## config.mk

```make
export PLATFORM = sky130hd
export DESIGN_NAME = vliw_hazard_ctrl_flat
export DESIGN_NICKNAME = d
export VERILOG_FILES = /design/src/rtl/vliw_pkg.sv /design/src/rtl/vliw_hazard_ctrl_if.sv /design/src/rtl/vliw_load_use_detect.sv /design/src/rtl/vliw_hazard_ctrl.sv /design/src/flat_wrapper.sv
export SDC_FILE = /design/constraint.sdc
export NUM_CORES = 1
export LEC_CHECK = 0
export CORE_UTILIZATION = 43
export DETAILED_ROUTE_END_ITERATION = 7
export MAX_ROUTING_LAYER = met4
export PLACE_DENSITY = 0.84
export SLEW_MARGIN = 20
export SYNTH_ARGS = -nofsm -noshare
export SYNTH_HDL_FRONTEND = slang
export SYNTH_SLANG_ARGS = --single-unit
```

## constraint.sdc

```tcl
create_clock -name clk -period 3.8 [get_ports clk]
set_input_delay 0.76 -clock clk [delete_from_list [all_inputs] [get_ports clk]]
set_output_delay 0.76 -clock clk [all_outputs]
set_load 0.02 [all_outputs]
```

## src/rtl/vliw_pkg.sv

```systemverilog
// -----------------------------------------------------------------------------
// vliw_pkg
// Shared definitions for the two-slot (ALU + MEM) VLIW pipeline control logic.
//   hazState_e  : sequencing state of the hazard controller (RUN, WAIT)
//   pipeCtrl_t  : one cycle's worth of PC / pipeline-register controls
//   REG_ADDR_W  : register-file address width
//   DATA_W      : datapath width, also used for the performance counters
//   WAIT_CNT_W  : width of the memory wait counter (covers MEM_TIMEOUT <= 255)
//   satInc()    : saturating increment for DATA_W-wide counters
// -----------------------------------------------------------------------------
package vliw_pkg;

    localparam int REG_ADDR_W = 3;
    localparam int DATA_W     = 32;
    localparam int WAIT_CNT_W = 8;

    typedef enum logic {
        RUN  = 1'b0,
        WAIT = 1'b1
    } hazState_e;

    typedef struct packed {
        logic pcWrite;
        logic p1Write;
        logic p2Write;
        logic p3Write;
        logic p4Write;
        logic p1Flush;
        logic p2Bubble;
        logic p4Bubble;
    } pipeCtrl_t;

    // Canned control words: {pc,p1,p2,p3,p4 write, p1Flush, p2Bubble, p4Bubble}
    localparam pipeCtrl_t CTRL_NORMAL   = pipeCtrl_t'(8'b11111_000);
    localparam pipeCtrl_t CTRL_STALL    = pipeCtrl_t'(8'b00111_010);
    localparam pipeCtrl_t CTRL_REDIRECT = pipeCtrl_t'(8'b11111_110);
    localparam pipeCtrl_t CTRL_FREEZE   = pipeCtrl_t'(8'b00000_001);
    localparam pipeCtrl_t CTRL_RESET    = pipeCtrl_t'(8'b00000_111);

    function automatic logic [DATA_W-1:0] satInc(input logic [DATA_W-1:0] v);
        return (&v) ? v : v + DATA_W'(1);
    endfunction

endpackage

```

## src/rtl/vliw_hazard_ctrl_if.sv

```systemverilog
// -----------------------------------------------------------------------------
// vliw_hazard_ctrl_if
// Bundle between the pipeline datapath and the hazard controller.
//   ID status  : id_valid, id_alu_rm/rn, id_mem_rn/rd, id_alu_useRn, id_mem_useRd
//   EX status  : ex_valid, ex_memRead, ex_mem_rd, ex_redirect
//   MEM status : mem_access, dmem_ready
//   Controls   : pc_write, p1..p4_write, p1_flush, p2_bubble, p4_bubble,
//                mem_timeout (sticky abandon flag)
//   Optional   : stall_cnt, flush_cnt, wait_cnt when HAZARD_PERF_CNT_EN is defined
// Modports: master = pipeline side, slave = hazard controller.
// -----------------------------------------------------------------------------
interface vliw_hazard_ctrl_if;
    import vliw_pkg::*;

    logic                  id_valid;
    logic [REG_ADDR_W-1:0] id_alu_rm;
    logic [REG_ADDR_W-1:0] id_alu_rn;
    logic [REG_ADDR_W-1:0] id_mem_rn;
    logic [REG_ADDR_W-1:0] id_mem_rd;
    logic                  id_alu_useRn;
    logic                  id_mem_useRd;
    logic                  ex_valid;
    logic                  ex_memRead;
    logic [REG_ADDR_W-1:0] ex_mem_rd;
    logic                  ex_redirect;
    logic                  mem_access;
    logic                  dmem_ready;

    logic                  pc_write;
    logic                  p1_write;
    logic                  p2_write;
    logic                  p3_write;
    logic                  p4_write;
    logic                  p1_flush;
    logic                  p2_bubble;
    logic                  p4_bubble;
    logic                  mem_timeout;

`ifdef HAZARD_PERF_CNT_EN
    logic [DATA_W-1:0]     stall_cnt;
    logic [DATA_W-1:0]     flush_cnt;
    logic [DATA_W-1:0]     wait_cnt;
`endif

    modport master (
        output id_valid, id_alu_rm, id_alu_rn, id_mem_rn, id_mem_rd,
               id_alu_useRn, id_mem_useRd,
               ex_valid, ex_memRead, ex_mem_rd, ex_redirect,
               mem_access, dmem_ready,
`ifdef HAZARD_PERF_CNT_EN
        input  stall_cnt, flush_cnt, wait_cnt,
`endif
        input  pc_write, p1_write, p2_write, p3_write, p4_write,
               p1_flush, p2_bubble, p4_bubble, mem_timeout
    );

    modport slave (
        input  id_valid, id_alu_rm, id_alu_rn, id_mem_rn, id_mem_rd,
               id_alu_useRn, id_mem_useRd,
               ex_valid, ex_memRead, ex_mem_rd, ex_redirect,
               mem_access, dmem_ready,
`ifdef HAZARD_PERF_CNT_EN
        output stall_cnt, flush_cnt, wait_cnt,
`endif
        output pc_write, p1_write, p2_write, p3_write, p4_write,
               p1_flush, p2_bubble, p4_bubble, mem_timeout
    );

endinterface

```

## src/rtl/vliw_load_use_detect.sv

```systemverilog
// -----------------------------------------------------------------------------
// vliw_load_use_detect
// Purely combinational load-use hazard detector. Flags a hazard when the EX
// stage holds a valid load whose destination matches any source register that
// the ID-stage bundle actually reads.
//   exValid, exMemRead, exMemRd              : EX-stage load description
//   idValid, idAluRm, idAluRn, idMemRn,
//   idMemRd, idAluUseRn, idMemUseRd          : ID-stage sources and use qualifiers
//   hazard                                   : one-cycle stall required
// -----------------------------------------------------------------------------
module vliw_load_use_detect
    import vliw_pkg::*;
(
    input  logic                  exValid,
    input  logic                  exMemRead,
    input  logic [REG_ADDR_W-1:0] exMemRd,
    input  logic                  idValid,
    input  logic [REG_ADDR_W-1:0] idAluRm,
    input  logic [REG_ADDR_W-1:0] idAluRn,
    input  logic [REG_ADDR_W-1:0] idMemRn,
    input  logic [REG_ADDR_W-1:0] idMemRd,
    input  logic                  idAluUseRn,
    input  logic                  idMemUseRd,
    output logic                  hazard
);

    logic srcMatch;

    // rm and the MEM base register are always read; rn only when the ALU
    // takes its B operand from the register file, rd only for store data.
    assign srcMatch = (exMemRd == idAluRm)
                    | (exMemRd == idMemRn)
                    | (idAluUseRn & (exMemRd == idAluRn))
                    | (idMemUseRd & (exMemRd == idMemRd));

    assign hazard = exValid & exMemRead & idValid & srcMatch;

endmodule

```

## src/rtl/vliw_hazard_ctrl.sv

```systemverilog
// -----------------------------------------------------------------------------
// vliw_hazard_ctrl
// Pipeline sequencing controller for the two-slot VLIW core. Drives the load
// enables, flush and bubble controls of PC, p1 (IF/ID), p2 (ID/EX), p3 (EX/MEM)
// and p4 (MEM/WB). Priority: memory-wait freeze > EX redirect > load-use stall.
//   clk         : core clock
//   reset       : synchronous, active-low reset
//   hz (slave)  : pipeline status in, pipeline controls out
// Parameter MEM_TIMEOUT (2..255): WAIT cycles after which an access is abandoned.
// Optional feature: define HAZARD_PERF_CNT_EN to add saturating stall / flush /
// wait counters on the interface.
// -----------------------------------------------------------------------------
module vliw_hazard_ctrl
    import vliw_pkg::*;
#(
    parameter int MEM_TIMEOUT = 16
) (
    input  logic              clk,
    input  logic              reset,
    vliw_hazard_ctrl_if.slave hz
);

    // The WAIT cycle whose ordinal equals MEM_TIMEOUT is the abandon cycle.
    localparam logic [WAIT_CNT_W-1:0] WAIT_LAST = WAIT_CNT_W'(MEM_TIMEOUT - 1);

    hazState_e             state;
    hazState_e             stateNext;
    logic [WAIT_CNT_W-1:0] waitCnt;
    logic [WAIT_CNT_W-1:0] waitCntNext;
    logic                  timeoutFlag;
    logic                  timeoutFlagNext;
    logic                  loadUse;
    logic                  freeze;
    pipeCtrl_t             ctrl;

    vliw_load_use_detect uLoadUse (
        .exValid    (hz.ex_valid),
        .exMemRead  (hz.ex_memRead),
        .exMemRd    (hz.ex_mem_rd),
        .idValid    (hz.id_valid),
        .idAluRm    (hz.id_alu_rm),
        .idAluRn    (hz.id_alu_rn),
        .idMemRn    (hz.id_mem_rn),
        .idMemRd    (hz.id_mem_rd),
        .idAluUseRn (hz.id_alu_useRn),
        .idMemUseRd (hz.id_mem_useRd),
        .hazard     (loadUse)
    );

    // NOTE: state registers use non-blocking assignments so every flop samples
    // the pre-edge values, independent of statement order.
    always_ff @(posedge clk) begin
        if (!reset) begin
            state       <= RUN;
            waitCnt     <= '0;
            timeoutFlag <= 1'b0;
        end else begin
            state       <= stateNext;
            waitCnt     <= waitCntNext;
            timeoutFlag <= timeoutFlagNext;
        end
    end

    // NOTE: every signal written here gets a default first, so no path can
    // leave it unassigned and infer a latch.
    always_comb begin
        stateNext       = state;
        waitCntNext     = waitCnt;
        timeoutFlagNext = timeoutFlag;
        freeze          = 1'b0;
        ctrl            = CTRL_NORMAL;

        case (state)
            RUN: begin
                if (hz.mem_access && !hz.dmem_ready) begin
                    stateNext   = WAIT;
                    waitCntNext = '0;
                    freeze      = 1'b1;
                end
            end
            WAIT: begin
                if (hz.dmem_ready) begin
                    // Exit cycle: behaves as a completed access in RUN.
                    stateNext   = RUN;
                    waitCntNext = '0;
                end else if (waitCnt == WAIT_LAST) begin
                    // Abandon: the access is treated as complete so p3 can
                    // advance instead of re-requesting forever.
                    stateNext       = RUN;
                    waitCntNext     = '0;
                    timeoutFlagNext = 1'b1;
                end else begin
                    waitCntNext = waitCnt + WAIT_CNT_W'(1);
                    freeze      = 1'b1;
                end
            end
            default: begin
                stateNext   = RUN;
                waitCntNext = '0;
            end
        endcase

        if (freeze) begin
            ctrl = CTRL_FREEZE;
        end else if (hz.ex_redirect) begin
            ctrl = CTRL_REDIRECT;
        end else if (loadUse) begin
            ctrl = CTRL_STALL;
        end

        if (!reset) begin
            ctrl = CTRL_RESET;
        end

        hz.pc_write    = ctrl.pcWrite;
        hz.p1_write    = ctrl.p1Write;
        hz.p2_write    = ctrl.p2Write;
        hz.p3_write    = ctrl.p3Write;
        hz.p4_write    = ctrl.p4Write;
        hz.p1_flush    = ctrl.p1Flush;
        hz.p2_bubble   = ctrl.p2Bubble;
        hz.p4_bubble   = ctrl.p4Bubble;
        // Held low while reset is asserted, not just after the reset edge.
        hz.mem_timeout = timeoutFlag & reset;
    end

`ifdef HAZARD_PERF_CNT_EN
    logic [DATA_W-1:0] stallCnt;
    logic [DATA_W-1:0] flushCnt;
    logic [DATA_W-1:0] waitCycCnt;
    logic              stallEvt;
    logic              flushEvt;
    logic              waitEvt;

    // Events mirror the action actually taken, so a redirect that masks a
    // load-use counts only as a flush.
    assign stallEvt = !freeze && !hz.ex_redirect && loadUse;
    assign flushEvt = !freeze && hz.ex_redirect;
    assign waitEvt  = (state == WAIT);

    always_ff @(posedge clk) begin
        if (!reset) begin
            stallCnt   <= '0;
            flushCnt   <= '0;
            waitCycCnt <= '0;
        end else begin
            if (stallEvt) stallCnt   <= satInc(stallCnt);
            if (flushEvt) flushCnt   <= satInc(flushCnt);
            if (waitEvt)  waitCycCnt <= satInc(waitCycCnt);
        end
    end

    assign hz.stall_cnt = stallCnt;
    assign hz.flush_cnt = flushCnt;
    assign hz.wait_cnt  = waitCycCnt;
`endif

endmodule

```

## src/flat_wrapper.sv

```systemverilog
// flat-port wrapper written by rule: the top's interface ports become plain ports
module vliw_hazard_ctrl_flat import vliw_pkg::*;
#(
    parameter int MEM_TIMEOUT = 16
)
  (clk, reset, hz_id_valid, hz_id_alu_rm, hz_id_alu_rn, hz_id_mem_rn, hz_id_mem_rd, hz_id_alu_useRn, hz_id_mem_useRd, hz_ex_valid, hz_ex_memRead, hz_ex_mem_rd, hz_ex_redirect, hz_mem_access, hz_dmem_ready, hz_pc_write, hz_p1_write, hz_p2_write, hz_p3_write, hz_p4_write, hz_p1_flush, hz_p2_bubble, hz_p4_bubble, hz_mem_timeout);
  vliw_hazard_ctrl_if hz_i ();
  input  logic clk;
  input  logic reset;
  input wire logic [$bits(hz_i.id_valid)-1:0] hz_id_valid;
  input wire logic [$bits(hz_i.id_alu_rm)-1:0] hz_id_alu_rm;
  input wire logic [$bits(hz_i.id_alu_rn)-1:0] hz_id_alu_rn;
  input wire logic [$bits(hz_i.id_mem_rn)-1:0] hz_id_mem_rn;
  input wire logic [$bits(hz_i.id_mem_rd)-1:0] hz_id_mem_rd;
  input wire logic [$bits(hz_i.id_alu_useRn)-1:0] hz_id_alu_useRn;
  input wire logic [$bits(hz_i.id_mem_useRd)-1:0] hz_id_mem_useRd;
  input wire logic [$bits(hz_i.ex_valid)-1:0] hz_ex_valid;
  input wire logic [$bits(hz_i.ex_memRead)-1:0] hz_ex_memRead;
  input wire logic [$bits(hz_i.ex_mem_rd)-1:0] hz_ex_mem_rd;
  input wire logic [$bits(hz_i.ex_redirect)-1:0] hz_ex_redirect;
  input wire logic [$bits(hz_i.mem_access)-1:0] hz_mem_access;
  input wire logic [$bits(hz_i.dmem_ready)-1:0] hz_dmem_ready;
  output wire logic [$bits(hz_i.pc_write)-1:0] hz_pc_write;
  output wire logic [$bits(hz_i.p1_write)-1:0] hz_p1_write;
  output wire logic [$bits(hz_i.p2_write)-1:0] hz_p2_write;
  output wire logic [$bits(hz_i.p3_write)-1:0] hz_p3_write;
  output wire logic [$bits(hz_i.p4_write)-1:0] hz_p4_write;
  output wire logic [$bits(hz_i.p1_flush)-1:0] hz_p1_flush;
  output wire logic [$bits(hz_i.p2_bubble)-1:0] hz_p2_bubble;
  output wire logic [$bits(hz_i.p4_bubble)-1:0] hz_p4_bubble;
  output wire logic [$bits(hz_i.mem_timeout)-1:0] hz_mem_timeout;
  assign hz_i.id_valid = hz_id_valid;
  assign hz_i.id_alu_rm = hz_id_alu_rm;
  assign hz_i.id_alu_rn = hz_id_alu_rn;
  assign hz_i.id_mem_rn = hz_id_mem_rn;
  assign hz_i.id_mem_rd = hz_id_mem_rd;
  assign hz_i.id_alu_useRn = hz_id_alu_useRn;
  assign hz_i.id_mem_useRd = hz_id_mem_useRd;
  assign hz_i.ex_valid = hz_ex_valid;
  assign hz_i.ex_memRead = hz_ex_memRead;
  assign hz_i.ex_mem_rd = hz_ex_mem_rd;
  assign hz_i.ex_redirect = hz_ex_redirect;
  assign hz_i.mem_access = hz_mem_access;
  assign hz_i.dmem_ready = hz_dmem_ready;
  assign hz_pc_write = hz_i.pc_write;
  assign hz_p1_write = hz_i.p1_write;
  assign hz_p2_write = hz_i.p2_write;
  assign hz_p3_write = hz_i.p3_write;
  assign hz_p4_write = hz_i.p4_write;
  assign hz_p1_flush = hz_i.p1_flush;
  assign hz_p2_bubble = hz_i.p2_bubble;
  assign hz_p4_bubble = hz_i.p4_bubble;
  assign hz_mem_timeout = hz_i.mem_timeout;
  vliw_hazard_ctrl #(.MEM_TIMEOUT(MEM_TIMEOUT)) u_core (.clk(clk), .reset(reset), .hz(hz_i));
endmodule
```

# [Word-level counts from Yosys, hierarchy flattened]
# Cells that the tools add are included.
[classes] addsub=1 mul=0 div_mod_pow=0 n_lt_le_gt_ge=0 n_eq_ne=6 n_shift=0 n_mux=12 bitwise_logic=11 reduce_logical=3
[ops] operator="8-bit 2-to-1 mux" count=7
[ops] operator="8-bit one-hot mux with 2 select lines" count=1
[ops] operator="3-bit == test" count=4
[ops] operator="8-bit by 1-bit adder with 8-bit output, second input constant" count=1
[ops] operator="8-bit by 4-bit == test with 1-bit output, second input constant" count=1
[ops] operator="1-bit AND" count=6
[ops] operator="1-bit 2-to-1 mux" count=3
[ops] operator="1-bit bitwise OR" count=3
[ops] operator="3-bit AND reduction" count=1
[ops] operator="2-bit by 1-bit != test with 1-bit output, second input constant" count=1
[ops] operator="1-bit NOT" count=2
[ops] operator="1-bit one-hot mux with 2 select lines" count=1
[ops] operator="1-bit logical AND" count=1
[ops] operator="1-bit zero test" count=1
[word_totals] ff_bits=10 latch_bits=0 ram_bits=0 rom_bits=0 in_bits=25 out_inout_bits=9 elab_cells=36 mem_count=0

# [Longest topological paths before layout]
[logic_depth] word_depth=9 depth_mapped=8 depth_no_buf=7

# [Cells and area by module]
# From an unflattened synthesis, not the netlist that was laid out.
[hier_totals] cells_unflattened=77 hier_area_um2=711.9
[by_module_without_submodules] mod="vliw_hazard_ctrl" n_inst=1 cells_each=59 area_per_inst_um2=571.8 seq_area_each_um2=200.2
[by_module_without_submodules] mod="vliw_load_use_detect" n_inst=1 cells_each=18 area_per_inst_um2=140.1 seq_area_each_um2=0.0

# [Worst setup path before layout]
# No wires, ideal clock.
[synth_path] kind="reg-to-output" from="register u_core.waitCnt[4]" to="output port hz_pc_write" arrival_time_ps=1852 t_required_ps=3040 path_slack_ps=1188 path_stages_with_launch=8 n_path_buf=1 path_cell_list="dfxtp_1 -> or4_4 -> nor2_4 -> a211o_4 -> nand2_4 -> inv_2 -> o31a_1 -> buf_4"
[synth_between] elab_chain_len=6
[synth_lines] item="start: declaration" line_no="vliw_hazard_ctrl.sv:28" source="logic [WAIT_CNT_W-1:0] waitCnt;"
[synth_lines] item="start signal: assignment" line_no="vliw_hazard_ctrl.sv:59" source="waitCnt <= waitCntNext;"
[synth_lines] item="8-bit by 4-bit == test with 1-bit output" line_no="vliw_hazard_ctrl.sv:86" source="end else if (waitCnt == WAIT_LAST) begin"
[synth_lines] item="1-bit 2-to-1 mux" line_no="vliw_hazard_ctrl.sv:86"
[synth_lines] item="1-bit 2-to-1 mux" line_no="vliw_hazard_ctrl.sv:82" source="if (hz.dmem_ready) begin"
[synth_lines] item="1-bit one-hot mux with 2 select lines" line_no="vliw_hazard_ctrl.sv:73" source="case (state)"
[synth_lines] item="8-bit 2-to-1 mux" line_no="vliw_hazard_ctrl.sv:103" source="if (freeze) begin"
[synth_lines] item="8-bit 2-to-1 mux" line_no="vliw_hazard_ctrl.sv:111" source="if (!reset) begin"
[synth_lines] item="end: declaration" line_no="flat_wrapper.sv:23" source="output wire logic [$bits(hz_i.pc_write)-1:0] hz_pc_write;"
# No other way between the ends.

# [Worst setup path in the final report]
[layout_path] from="input port hz_ex_mem_rd[0]" to="output port hz_p1_write"
[layout_between] elab_chain_len=9 word_cells_on_any_way=14 cone_classes="eq/ne: 4; mux: 4; bitwise: 6"
[layout_lines] item="start: declaration" line_no="flat_wrapper.sv:19" source="input wire logic [$bits(hz_i.ex_mem_rd)-1:0] hz_ex_mem_rd;"
[layout_lines] item="3-bit == test (on tied branches)" line_no="vliw_load_use_detect.sv:31, vliw_load_use_detect.sv:32, vliw_load_use_detect.sv:33"
[layout_lines] item="1-bit bitwise OR or 1-bit AND (tied branches)" line_no="vliw_load_use_detect.sv:32, vliw_load_use_detect.sv:33"
[layout_lines] item="1-bit bitwise OR" line_no="vliw_load_use_detect.sv:33" source="| (idAluUseRn & (exMemRd == idAluRn))"
[layout_lines] item="1-bit bitwise OR (*)" line_no="vliw_load_use_detect.sv:34" source="| (idMemUseRd & (exMemRd == idMemRd));"
[layout_lines] item="1-bit AND (*)" line_no="vliw_load_use_detect.sv:36" source="assign hazard = exValid & exMemRead & idValid & srcMatch;"
[layout_lines] item="8-bit 2-to-1 mux (*)" line_no="vliw_hazard_ctrl.sv:107" source="end else if (loadUse) begin"
[layout_lines] item="8-bit 2-to-1 mux (*)" line_no="vliw_hazard_ctrl.sv:105" source="end else if (hz.ex_redirect) begin"
[layout_lines] item="8-bit 2-to-1 mux (*)" line_no="vliw_hazard_ctrl.sv:103"
[layout_lines] item="8-bit 2-to-1 mux (*)" line_no="vliw_hazard_ctrl.sv:111"
[layout_lines] item="end: declaration" line_no="flat_wrapper.sv:24" source="output wire logic [$bits(hz_i.p1_write)-1:0] hz_p1_write;"
# Mark *: on every way between the ends. The rest lies on a longest branch, timed or not.

==> impl_metrics.csv <==
group,metric,value,unit
timing,fin_tns_setup,0,ps
worst_setup_path,crit_type,"in2out",
worst_setup_path,endpoint_kind,"primary output",
finish,finish.instance_area,0.00108,mm²
global_route,grt_overflow,0,
placed_design,dp.cells,138,
worst_setup_path,cp_cell_sequence,"clkdlybuf4s50_1, xor2_1, nor3_1, a311oi_1, o31a_1, clkdlybuf4s50_1",
placed_design,placed_area,0.00105,mm²
placed_design,io_buffers,33,
yosys,yosysWarnings,0,
worst_setup_path,crit_top_cell,"clkdlybuf4s50_1",
timing,setup_viol,0,
power_and_ir_drop,powerDensity,263,mW/mm²
clock_tree,cts_resized,0,
clock_tree,clk_pin_slew,60,ps
finish,antennaDiodeCount,0,
detailed_routing,wire_per_inst,12.1,µm
timing,tightest_slew,317,ps
worst_setup_path,worstPathMaxFanout,4,
timing,finalCritPeriodShare,91.9,%
clock_tree,cts_tree,"done",
detailed_routing,viasPerCell,5.44,
worst_setup_path,arrival,2730,ps
timing,clock_skew,8.37,ps
finish,seq_area,200,µm²
detailed_routing,route.detailed.drc,0,
timing,period_minus_slack,3490,ps
min_path,hold_class,"reg2reg",
clock_tree,cts_buffers,3,
yosys,synth.area.top_cells,"dfxtp_1, xnor2_1, nor2_1",
yosys,syn_nets,118,
floorplan,dieWidth,42.9,µm
finish,finalNetCount,153,
finish,multi_input_area,487,µm²
timing,whs,487,ps
detailed_routing,drt-total-wl,1730,µm
detailed_routing,drt_first_pass_iters,4,
clock_tree,holdBufCountCts,0,
yosys,yosysTopAreaCell,"dfxtp_1",
timing,rsz0062_at_grt,"no",
finish,finalNonFillerCells,142,
power_and_ir_drop,power_leakage,0.415,nW
clock_tree,cts_setup_buffers,0,
yosys,syn_area,721,µm²
global_route,grt_max_degree,10,
timing,maxSlewViolCount,0,
detailed_routing,vias,773,
worst_setup_path,worstPathRequired,3040,ps
global_route,grt_pass1_vias,797,
floorplan,die_y,42.9,µm
timing,relSlewSlack,78.9,%
placed_design,hpwl,1450,µm
min_path,holdPathStages,2,
power_and_ir_drop,ir_worst_vdd,0.000133,V
worst_setup_path,start_kind,"input port",
global_route,grt_util_all_layers,22.3,%
detailed_routing,drt-initial-drc-count,15,
detailed_routing,ant_nets,0,
clock_tree,clk-insertion-delay-late,270,ps
yosys,ys_seq_area_share,27.8,%
clock_tree,cts.sinks,10,
clock_tree,ctsHtreeMaxLevel,1,
clock_tree,cts_root_buf,"clkbuf_4",
floorplan,std_cell_rows,14,
yosys,synthCells,92,
yosys,ys_types,35,
finish,drive_gt1_share,7.94,%
worst_setup_path,cp_slowest_cell,"clkdlybuf4s50_1",
yosys,ys_seq_elements,10,
yosys,syn-mean-instance-area,7.83,µm²
job,cap_violations,0,
worst_setup_path,max_stage_delay,610,ps
global_route,antenna_found_initial,0,
timing,finalHoldViolCount,0,
floorplan,ios,34,
yosys,yosysTopAreaCellShare,27.8,%
run_status,status,"complete, no violations",
floorplan,core_area,0.00154,mm²
worst_setup_path,r2r_cells,5,
floorplan,start_util,46.8,%
finish,nFillCells,135,
finish,area_delta_synth_final,50.5,%
clock_tree,clock_path_buffers,2,
placed_design,gp_congestion,0.898,
timing,fmax,286,MHz
global_route,grt_pass1_wl,3070,µm
floorplan,die_area,0.00184,mm²
## routing by layer
layer,vias up,wire length (µm),global-route usage (%)
li1,391,-,-
met1,341,610,21.5
met2,36,978,42.4
met3,5,103,4.68
met4,0,33,9.09
met5,-,0,-
## layout by cell type (no fill, tap or decap), drive strengths merged
| master | n |
|---|---|
| nand3b | 1 |
| a31oi | 1 |
| nor3 | 3 |
| a211o | 1 |
| o21ba | 1 |
| and2b | 1 |
| inv | 3 |
| nor2 | 14 |
| nor2b | 1 |
| or4 | 2 |
| o211ai | 1 |
| xor2 | 3 |
| nor4 | 1 |
| and3 | 2 |
| clkbuf | 4 |
| nand3 | 4 |
| a21oi | 5 |
| nand2 | 9 |
| and2 | 1 |
| xnor2 | 9 |
| a311oi | 2 |
| a22oi | 2 |
| ha | 1 |
| dfxtp | 10 |
| o31a | 1 |
| a21o | 1 |
| nand2b | 1 |
| nand4 | 2 |
| o21ai | 6 |
| clkdlybuf4s50 | 33 |
## logic make-up (layout without fill, tap and decap cells)
kind of cell    count (synthesis)  count (layout)  synth area share [%]
simple gates                   42              42                  30.6
compound gates                 21              21                  20.7
xor+xnor                       12              12                  14.6
flops                          10              10                  27.8
buf+inv                         6              40                  4.69
fa+ha+maj                       1               1                  1.74
## cell usage after synthesis
master / count
a211o_4: 1
a21o_1: 1
a21oi_1: 5
a22oi_1: 2
a311oi_1: 2
a31oi_1: 1
and2_1: 1
and2b_1: 1
and3_1: 2
buf_4: 3
dfxtp_1: 10
ha_1: 1
inv_1: 2
inv_2: 1
nand2_1: 8
nand2_4: 1
nand2b_1: 1
nand3_1: 4
nand3b_1: 1
nand4_1: 2
nor2_1: 13
nor2_4: 1
nor2b_1: 1
nor3_1: 3
nor4_1: 1
o211ai_1: 1
o21ai_0: 2
o21ai_1: 3
o21ai_2: 1
o21ba_1: 1
o31a_1: 1
or4_1: 1
or4_4: 1
xnor2_1: 9
xor2_1: 3
## worst paths after layout
check | start | end | slack [ps]
worst max register to register | u_core.waitCnt[0] | u_core.waitCnt[7] | 2150
worst min register to register | u_core.timeoutFlag | u_core.timeoutFlag | 490
worst max-delay path | hz_ex_mem_rd[0] | hz_p1_write | 310
worst min-delay path | u_core.timeoutFlag | u_core.timeoutFlag | 490
## worst max-delay path: cells and delay by family
family	cells	cell delay, ps
and+or+nand+nor	1	70
buffers and inverters	2	1200
xor gates and xnor gates	1	190
AOI/OAI and AO/OA	2	510
## per-stage QoR
stage               worst slack (ps)  power, W  util [%]
floorplan                       1190  0.000148         -
global placement                 365  0.000189      68.0
detailed placement               270  0.000191      68.0
CTS                              270  0.000287      70.4
global route                     186  0.000298      70.4
finish                           307  0.000285      70.4
## state kept, by name (all words and copies together) (netlist names)
signal              flops
u_core.state            1
u_core.timeoutFlag      1
u_core.waitCnt          8
## report_power, final
group | internal, W | switching [W]
sequential | 0.000106 | 0.00000107
clock | 0.0000583 | 0.0000394
combinational | 0.0000466 | 0.0000344
## area by class of cell
type / instances / area share [%]
clock buffer: 4 / 3.34
inverter: 3 / 1.04
multi-input combinational: 76 / 44.9
sequential: 10 / 18.5
tap: 16 / 1.85
timing repair buffer: 33 / 30.4
No activity file was read; power rests on OpenSTA's default activity.
